## config.mk

```make
export PLATFORM = sky130hd
export DESIGN_NAME = branch_pred_ctrl
export DESIGN_NICKNAME = d
export VERILOG_FILES = /design/src/rtl/branch_pred_ctrl.sv
export SDC_FILE = /design/constraint.sdc
export NUM_CORES = 2
export LEC_CHECK = 0
export ABC_AREA = 1
export CAP_MARGIN = 0
export CORE_AREA = 2 2 430 432
export DETAILED_ROUTE_END_ITERATION = 8
export DIE_AREA = 0 0 432 434
export DONT_BUFFER_PORTS = 1
export SYNTH_ARGS = -nofsm -noshare
export SYNTH_HDL_FRONTEND = slang
export SYNTH_SLANG_ARGS = --single-unit
```

## constraint.sdc

```tcl
create_clock -name clk -period 4.3 [get_ports clk]
set_input_delay 0.86 -clock clk [delete_from_list [all_inputs] [get_ports clk]]
set_output_delay 0.86 -clock clk [all_outputs]
set_load 0.005 [all_outputs]
```

## src/rtl/branch_pred_ctrl.sv

```systemverilog
// Purpose: direct-mapped BTB with 2-bit counters; predicts at fetch, trains and redirects at execute.
// Latency: lookup is combinational; table/counters update and flush/redirect_pc appear one edge after resolve.
// Backpressure: none; resolves arriving while flush=1 are wrong-path and dropped.
module branch_pred_ctrl #(
  parameter int IDX_W = 4,
  parameter int TAG_W = 8
) (
  input  logic        clk,
  input  logic        reset_n,
  input  logic [31:0] f_pc,
  output logic        p_taken,
  output logic [31:0] p_target,
  input  logic        e_valid,
  input  logic [31:0] e_pc,
  input  logic        e_is_branch,
  input  logic        e_is_jal,
  input  logic        e_is_jalr,
  input  logic        e_taken,
  input  logic [31:0] e_target,
  input  logic        e_pred_taken,
  input  logic [31:0] e_pred_target,
  output logic        flush,
  output logic [31:0] redirect_pc,
  output logic [31:0] br_cnt,
  output logic [31:0] mispred_cnt
);

  localparam int N     = 2 ** IDX_W;
  localparam int TAG_L = IDX_W + 2;
  localparam int TAG_H = IDX_W + TAG_W + 1;

  // Table storage: one entry per index.
  logic             valid_q  [N];
  logic [TAG_W-1:0] tag_q    [N];
  logic [31:0]      target_q [N];
  logic [1:0]       ctr_q    [N];
  logic             jmp_q    [N];

  // Fetch-side lookup signals
  logic [IDX_W-1:0] f_idx;
  logic [TAG_W-1:0] f_tag;
  logic             f_hit;

  // Execute-side resolve signals
  logic [IDX_W-1:0] e_idx;
  logic [TAG_W-1:0] e_tag;
  logic             e_hit;
  logic             accepted;
  logic             mispredict;
  logic [31:0]      fix_pc;

  // Pending table write, computed combinationally and committed on the edge
  logic             upd_en;
  logic [TAG_W-1:0] upd_tag;
  logic [31:0]      upd_target;
  logic [1:0]       upd_ctr;
  logic             upd_jmp;

  // PC bits outside the index/tag fields carry no information for the table.
  logic unused_pc_bits;
  assign unused_pc_bits = ^{f_pc[31:TAG_H+1], f_pc[1:0]};

  // Fetch lookup reads registered state only, so a same-cycle update is not visible yet.
  always_comb begin
    f_idx    = f_pc[IDX_W+1:2];
    f_tag    = f_pc[TAG_H:TAG_L];
    f_hit    = valid_q[f_idx] && (tag_q[f_idx] == f_tag);
    p_taken  = f_hit && (jmp_q[f_idx] || ctr_q[f_idx][1]);
    p_target = p_taken ? target_q[f_idx] : 32'd0;
  end

  // Resolve qualification and misprediction detection.
  always_comb begin
    e_idx      = e_pc[IDX_W+1:2];
    e_tag      = e_pc[TAG_H:TAG_L];
    e_hit      = valid_q[e_idx] && (tag_q[e_idx] == e_tag);
    accepted   = e_valid && !flush;
    mispredict = accepted &&
                 ((e_taken != e_pred_taken) ||
                  (e_taken && e_pred_taken && (e_target != e_pred_target)));
    fix_pc     = e_taken ? e_target : (e_pc + 32'd4);
  end

  // Decide what, if anything, gets written into the entry at e_idx.
  always_comb begin
    upd_en     = 1'b0;
    upd_tag    = tag_q[e_idx];
    upd_target = target_q[e_idx];
    upd_ctr    = ctr_q[e_idx];
    upd_jmp    = jmp_q[e_idx];
    if (accepted && !e_is_jalr) begin
      if (e_is_jal) begin
        // Unconditional jumps always take over the slot and predict taken.
        upd_en     = 1'b1;
        upd_tag    = e_tag;
        upd_target = e_target;
        upd_ctr    = 2'b11;
        upd_jmp    = 1'b1;
      end else if (e_is_branch) begin
        if (e_hit) begin
          upd_en = 1'b1;
          if (e_taken) begin
            upd_ctr    = (ctr_q[e_idx] == 2'b11) ? 2'b11 : ctr_q[e_idx] + 2'b01;
            upd_target = e_target;
          end else begin
            upd_ctr    = (ctr_q[e_idx] == 2'b00) ? 2'b00 : ctr_q[e_idx] - 2'b01;
          end
        end else if (e_taken) begin
          // Allocate weakly taken; any aliased entry is evicted.
          upd_en     = 1'b1;
          upd_tag    = e_tag;
          upd_target = e_target;
          upd_ctr    = 2'b10;
          upd_jmp    = 1'b0;
        end
      end
    end
  end

  // Table state: cleared to invalid / weakly-not-taken on reset, one entry written per cycle.
  always_ff @(posedge clk or negedge reset_n) begin
    if (!reset_n) begin
      for (int i = 0; i < N; i++) begin
        valid_q[i]  <= 1'b0;
        tag_q[i]    <= '0;
        target_q[i] <= '0;
        ctr_q[i]    <= 2'b01;
        jmp_q[i]    <= 1'b0;
      end
    end else if (upd_en) begin
      valid_q[e_idx]  <= 1'b1;
      tag_q[e_idx]    <= upd_tag;
      target_q[e_idx] <= upd_target;
      ctr_q[e_idx]    <= upd_ctr;
      jmp_q[e_idx]    <= upd_jmp;
    end
  end

  // Registered one-cycle flush; it can never repeat back to back since flush blocks acceptance.
  always_ff @(posedge clk or negedge reset_n) begin
    if (!reset_n) begin
      flush       <= 1'b0;
      redirect_pc <= 32'd0;
    end else begin
      flush <= mispredict;
      if (mispredict) begin
        redirect_pc <= fix_pc;
      end
    end
  end

  // Performance counters, free-running with natural 32-bit wrap.
  always_ff @(posedge clk or negedge reset_n) begin
    if (!reset_n) begin
      br_cnt      <= 32'd0;
      mispred_cnt <= 32'd0;
    end else begin
      if (accepted) begin
        br_cnt <= br_cnt + 32'd1;
      end
      if (mispredict) begin
        mispred_cnt <= mispred_cnt + 32'd1;
      end
    end
  end

endmodule
```

# After elaboration in Yosys (flattened, before gate mapping)
# Cells that the tools add are included.
dict set report classes {
  n_addsub 5
  mux 71
  reduce_logical 14
  n_eq_ne 5
  n_lt_le_gt_ge 3
  n_bitwise 3
}
# operator n
set op_table {}
lappend op_table {{bitwise mux 512 bit} 1}
lappend op_table {{two-way mux 32 bit} 11}
lappend op_table {{binary-select mux 32 bit (select 4 bit)} 2}
lappend op_table {{bitwise mux 128 bit} 1}
lappend op_table {{demux 32 bit (select 4 bit)} 1}
lappend op_table {{two-way mux 8 bit} 10}
lappend op_table {{adder 32 x 1 -> 32 bit, second input constant} 2}
lappend op_table {{binary-select mux 8 bit (select 4 bit)} 2}
lappend op_table {{adder 32 x 3 -> 32 bit, second input constant} 1}
lappend op_table {{bitwise mux 32 bit} 1}
lappend op_table {{demux 8 bit (select 4 bit)} 1}
lappend op_table {{!= test 32 bit} 1}
lappend op_table {{two-way mux 2 bit} 13}
lappend op_table {{two-way mux 1 bit} 19}
lappend op_table {{binary-select mux 1 bit (select 4 bit)} 4}
lappend op_table {{binary-select mux 2 bit (select 4 bit)} 2}
lappend op_table {{bitwise mux 16 bit} 1}
lappend op_table {{== test 8 bit} 2}
lappend op_table {{bitwise OR 16 bit} 1}
lappend op_table {{greater-or-equal comparator 5 bit, second input constant} 2}
lappend op_table {{inverter 4 -> 5 bit} 2}
lappend op_table {{logical AND 1 bit} 9}
lappend op_table {{demux 2 bit (select 4 bit)} 1}
lappend op_table {{less-than comparator 5 x 1 -> 1 bit, second input constant} 1}
lappend op_table {{other kinds (8)} 10}
dict set report word_totals {
  word_cells 185
  register_bits 801
  input_bits 136
  output_inout_bits 130
}

# Logic depth before layout (Yosys ltp)
dict set report depth {
  word_depth 12
  mapped_depth 23
}

# Worst setup path before layout
# No wires, ideal clock.
dict set report synth_timing {
  kind {input-to-output}
  start {input f_pc[2]}
  end {output p_target[1]}
  arrival_ns 2.755
  cell_stages 10
  n_path_buf 5
  setup_slack_ns 0.685
  cell_sequence {clkbuf_1 > inv_2 > buf_2 > clkbuf_1 > clkbuf_1 > clkbuf_1 > nand2_1 > a221oi_1 > o31ai_1 > nor3_1}
}
dict set report synth_between {
  elab_chain_len 8
  word_cells_on_any_way 21
  classes_between {eq/ne: 1; mux: 16; bitwise: 1; reduce/logical: 3}
}
# element line
set synth_lines {}
lappend synth_lines {{start, declared} 10} ;# input logic [31:0] f_pc,
lappend synth_lines {{inverter 4 -> 5 bit (implied by the code) *} {67, 68, 69}}
lappend synth_lines {{binary-select mux 8 bit (select 4 bit)} 67} ;# f_hit = valid_q[f_idx] && (tag_q[f_idx] == f_tag);
lappend synth_lines {{two-way mux 8 bit (implied by the code) (2 in a row)} 67}
lappend synth_lines {{== test 8 bit} 67}
lappend synth_lines {{logical AND 1 bit} 67}
lappend synth_lines {{logical AND 1 bit} 68} ;# p_taken = f_hit && (jmp_q[f_idx] || ctr_q[f_idx][1]);
lappend synth_lines {{two-way mux 32 bit *} 69} ;# p_target = p_taken ? target_q[f_idx] : 32'd0;
lappend synth_lines {{end, declared} 12} ;# output logic [31:0] p_target,
# Mark *: on every way between the ends. The rest lies on a longest branch, timed or not. The select of a mux whose other input is x is not followed.

# Final worst setup path
dict set report layout_timing {
  start {input f_pc[3]}
  end {output p_target[20]}
}
# The elaborated chain is that of the path after synthesis.

==> flow_summary_export.csv <==
group,metric,value,unit
status,outcome,"finished, violations left",
status,violations,"max-slew violations, negative setup slack",
die,fp.dieW,432,um
cells_and_area,fillCellCount,19590,
grt,grt-ovfl-total,0,
routing,firstDrtPassIters,6,
cells_and_area,syn2layout_area_growth,12.52,%
routing,final_antenna_net_count,0,
worst_setup_path,worstPathCellList,"clkinv_2, buf_4, a21oi_1, o21ai_0, nand3_1, nand3_1, nand2_1, xnor2_1, nand3_2, buf_4, nor3_1, buf_4",
synthesis,synth_compound_area_frac,0.1924,
timing,fin_ws,-0.009470,ns
clock_network,numCtsBuffers,86,
die,die_y,434,um
clock_network,path_clk_slew,0.06,ns
grt,grt_pass1_vias,41050,
power,powerDensity,406.7,nW/um2
timing,slew_viol_final,311,
die,rows,157,
synthesis,synth_nets,6475,
worst_setup_path,path_buf_inv,4,
routing,drtIter0Drc,5035,
worst_setup_path,cp.arrival,3.45,ns
routing,vias,43820,
power,ir_drop,0.2756,mV
cells_and_area,drive_gt1_frac,0.06399,
worst_setup_path,crit_path_start_kind,"input pin",
die,start_util,0.2488,
timing,fmax,232.0,MHz
worst_setup_path,cp_slowest_cell,"clkinv_2",
synthesis,avgSynthCellArea,7.170,um2
synthesis,synth_xor_xnor_area_share,0.02257,
synthesis,synth_top_area_cell,"dfrtp_1",
grt,antenna_found_initial,15,
worst_setup_path,path_common_cell,"buf_4",
die,core,182500,um2
cells_and_area,nets,6258,
synthesis,synth.area.mux_share,0.004409,
clock_network,clock_sinks,801,
grt,grt_util_met1,0.2215,
synthesis,synthArstFlopShare,1.000,
synthesis,synth_top_family_by_area,"simple AND/OR/NAND/NOR gates",
die,io_pins,266,
grt,busiest_layer,"met2",
clock_network,cts_tree,"done",
worst_setup_path,cp-end-kind,"output pin",
clock_network,h-tree-depth,3,
worst_setup_path,critical_path_class,"input pin to output pin",
grt,grt_pass1_wl,263100,um
worst_setup_path,worstReg2RegEnd,"tag_q[53]$_DFFE_PN0P_",
placement,hpwl,105800,um
die,die-area,187500,um2
synthesis,synth_commonest_cells,"1978 x nand2_1, 1155 x o21ai_0, 785 x dfrtp_1",
routing,routed_wirelength,176700,um
synthesis,yosysUniqueCellTypes,47,
timing,worst_slew_pin_slew,2.035,ns
synthesis,ys_ff_latch,801,
synthesis,synthFlopType,"dfrtp_1",
clock_network,clk_latency,0.70,ns
placement,place_congestion,0.9298,
routing,wl_per_cell,20.52,um
synthesis,synth_edf_count,0,
clock_network,root_buffer,"clkbuf_16",
worst_setup_path,slowest_delay,0.34,ns
synthesis,synth.most_common_cell,"nand2_1",
synthesis,synth_seq_area_share,0.4419,
routing,drcViolationCount,0,
timing,setup-tns-final,-0.009470,ns
timing,finClkSkew,0.03103,ns
grt,grt.total_usage,0.1833,
synthesis,syn_area,45400,um2
timing,setup_violations,1,
worst_setup_path,r2r_slack,1.27,ns
timing,fin_crit,4.309,ns
grt,grt_max_degree,802,
synthesis,synth_cells,6332,
synthesis,synth_top_area_share,0.4326,
grt,use_met3,0.03458,
timing,slew_headroom,-0.3570,
clock_network,cts.path.max_buffers,3,
timing,hold_viol_final,0,
worst_setup_path,path_delay_family,"buffers and inverters",
routing,vias_per_cell,5.090,
cells_and_area,multi_input_area,21720,um2
synthesis,ys_warn_count,0,
worst_setup_path,worst_r2r_path_depth,18,
run,drv_cap,0,
worst_setup_path,path_max_fanout,255,
synthesis,synth_fa_ha_area_frac,0.001929,
power,p_leak,0.02308,uW
timing,finalCritPeriodShare,1.002,
timing,rsz0062_at_grt,"false",
placement,dp_slack,0.3121,ns
synthesis,synth_simple_gate_area_frac,0.2545,
cells_and_area,register_area,20060,um2
grt,grt_util_met2,0.2930,
clock_network,cts_resized,0,
placement,io_buffers,0,
worst_setup_path,r2r-start,"tag_q[13]$_DFFE_PN0P_",
worst_setup_path,cp.required,3.44,ns
worst_hold_path,hold_path_class,"input pin to asynchronous set/reset pin",
synthesis,ys_top_cells_by_area,"dfrtp_1 43%, nand2_1 16%, o21ai_0 13%, nand3_1 4.0%, a21oi_1 3.7%",
layout make-up:
class	count	area share
Multi-Input combinational cell	4698	0.4252
Sequential cell	801	0.3927
Tap cell	2385	0.05841
Clock buffer	123	0.04883
Timing Repair Buffer	189	0.03987
Inverter	339	0.02527
Clock inverter	38	0.007935
Antenna cell	36	0.001763
logic make-up (layout without fill, tap and decap cells):
group / Yosys count / after routing
xor gates and xnor gates: 117 / 117
buffers and inverters: 833 / 689
and+or+nand+nor: 2870 / 2870
AOI/OAI and AO/OA: 1684 / 1684
other: 0 / 36
DFF: 801 / 801
adders and majority gates: 7 / 7
muxes: 20 / 20
through the flow:
| step | utilization | total power (uW) | std cells | hold slack (ns) | area (um2) |
|---|---|---|---|---|---|
| 2_1_floorplan | - | 11880 | 6332 | 0.4298 | 45400 |
| 3_3_place_gp | 0.2630 | 12730 | 8408 | 0.4511 | 47990 |
| 3_5_place_dp | 0.2630 | 12840 | 8408 | 0.4472 | 47990 |
| 4_1_cts | 0.2789 | 20700 | 8569 | -0.1086 | 50890 |
| 5_1_grt | 0.2799 | 21840 | 8606 | 0.3277 | 51080 |
| 6_report | 0.2800 | 20780 | 8609 | 0.2010 | 51090 |
layer usage:
metal	share of wire	up-vias
li1	-	20390
met1	0.39	20860
met2	0.46	2079
met3	0.087	482
met4	0.068	4
met5	0.00012	-
how the worst max path moves through the flow:
stage / start / endpoint / slack, ns / cells after the start
5_1_grt: f_pc[3] / p_target[20] / 0.003 / 13
6_report: f_pc[3] / p_target[20] / -0.009 / 12
3_5_place_dp: e_pc[2] / tag_q[53]$_DFFE_PN0P_ / 0.31 / 18
2_1_floorplan: f_pc[2] / p_target[1] / 0.68 / 10
4_1_cts: f_pc[3] / p_target[20] / 0.29 / 12
3_3_place_gp: e_pc[2] / tag_q[53]$_DFFE_PN0P_ / 0.38 / 18
state kept, by name (all words and copies together) (netlist names):
| name | cells |
|---|---|
| br_cnt | 32 |
| ctr_q | 32 |
| flush | 1 |
| jmp_q | 16 |
| mispred_cnt | 32 |
| redirect_pc | 32 |
| tag_q | 128 |
| target_q | 512 |
| valid_q | 16 |
worst register-to-register path, delay by kind of cell (launching register included):
| family | cells | cell delay [ns] |
|---|---|---|
| flops | 1 | 0.39 |
| buf+inv | 3 | 0.79 |
| simple gates | 15 | 1.79 |
cell usage in the layout, fill, tap and decap left out, types with 20 or more instances in the layout:
master	count
o21ai_0	1155
o211ai_1	21
clkbuf_16	89
xor2_1	59
diode_2	36
nand2_1	1968
nand4_1	31
xnor2_1	58
nor4_1	23
o21ai_1	49
o22ai_1	71
a21oi_1	339
clkbuf_1	20
buf_12	43
nor2_1	380
dfrtp_1	785
nand3_1	358
mux2i_1	20
buf_4	142
clkinv_2	25
inv_1	331
nor3_1	68
repair_timing:
item,4_1_cts,5_1_grt
hold endpoints to repair,655,0
endpoints found under the setup margin,0,0
setup buffers,0,0
report_power, final:
part / total (uW) / switching [uW] / internal (uW)
Sequential: 9510 / 900 / 8610
Combinational: 3430 / 2150 / 1280
Clock: 7830 / 3360 / 4480
(Power assumes the default switching activity.)
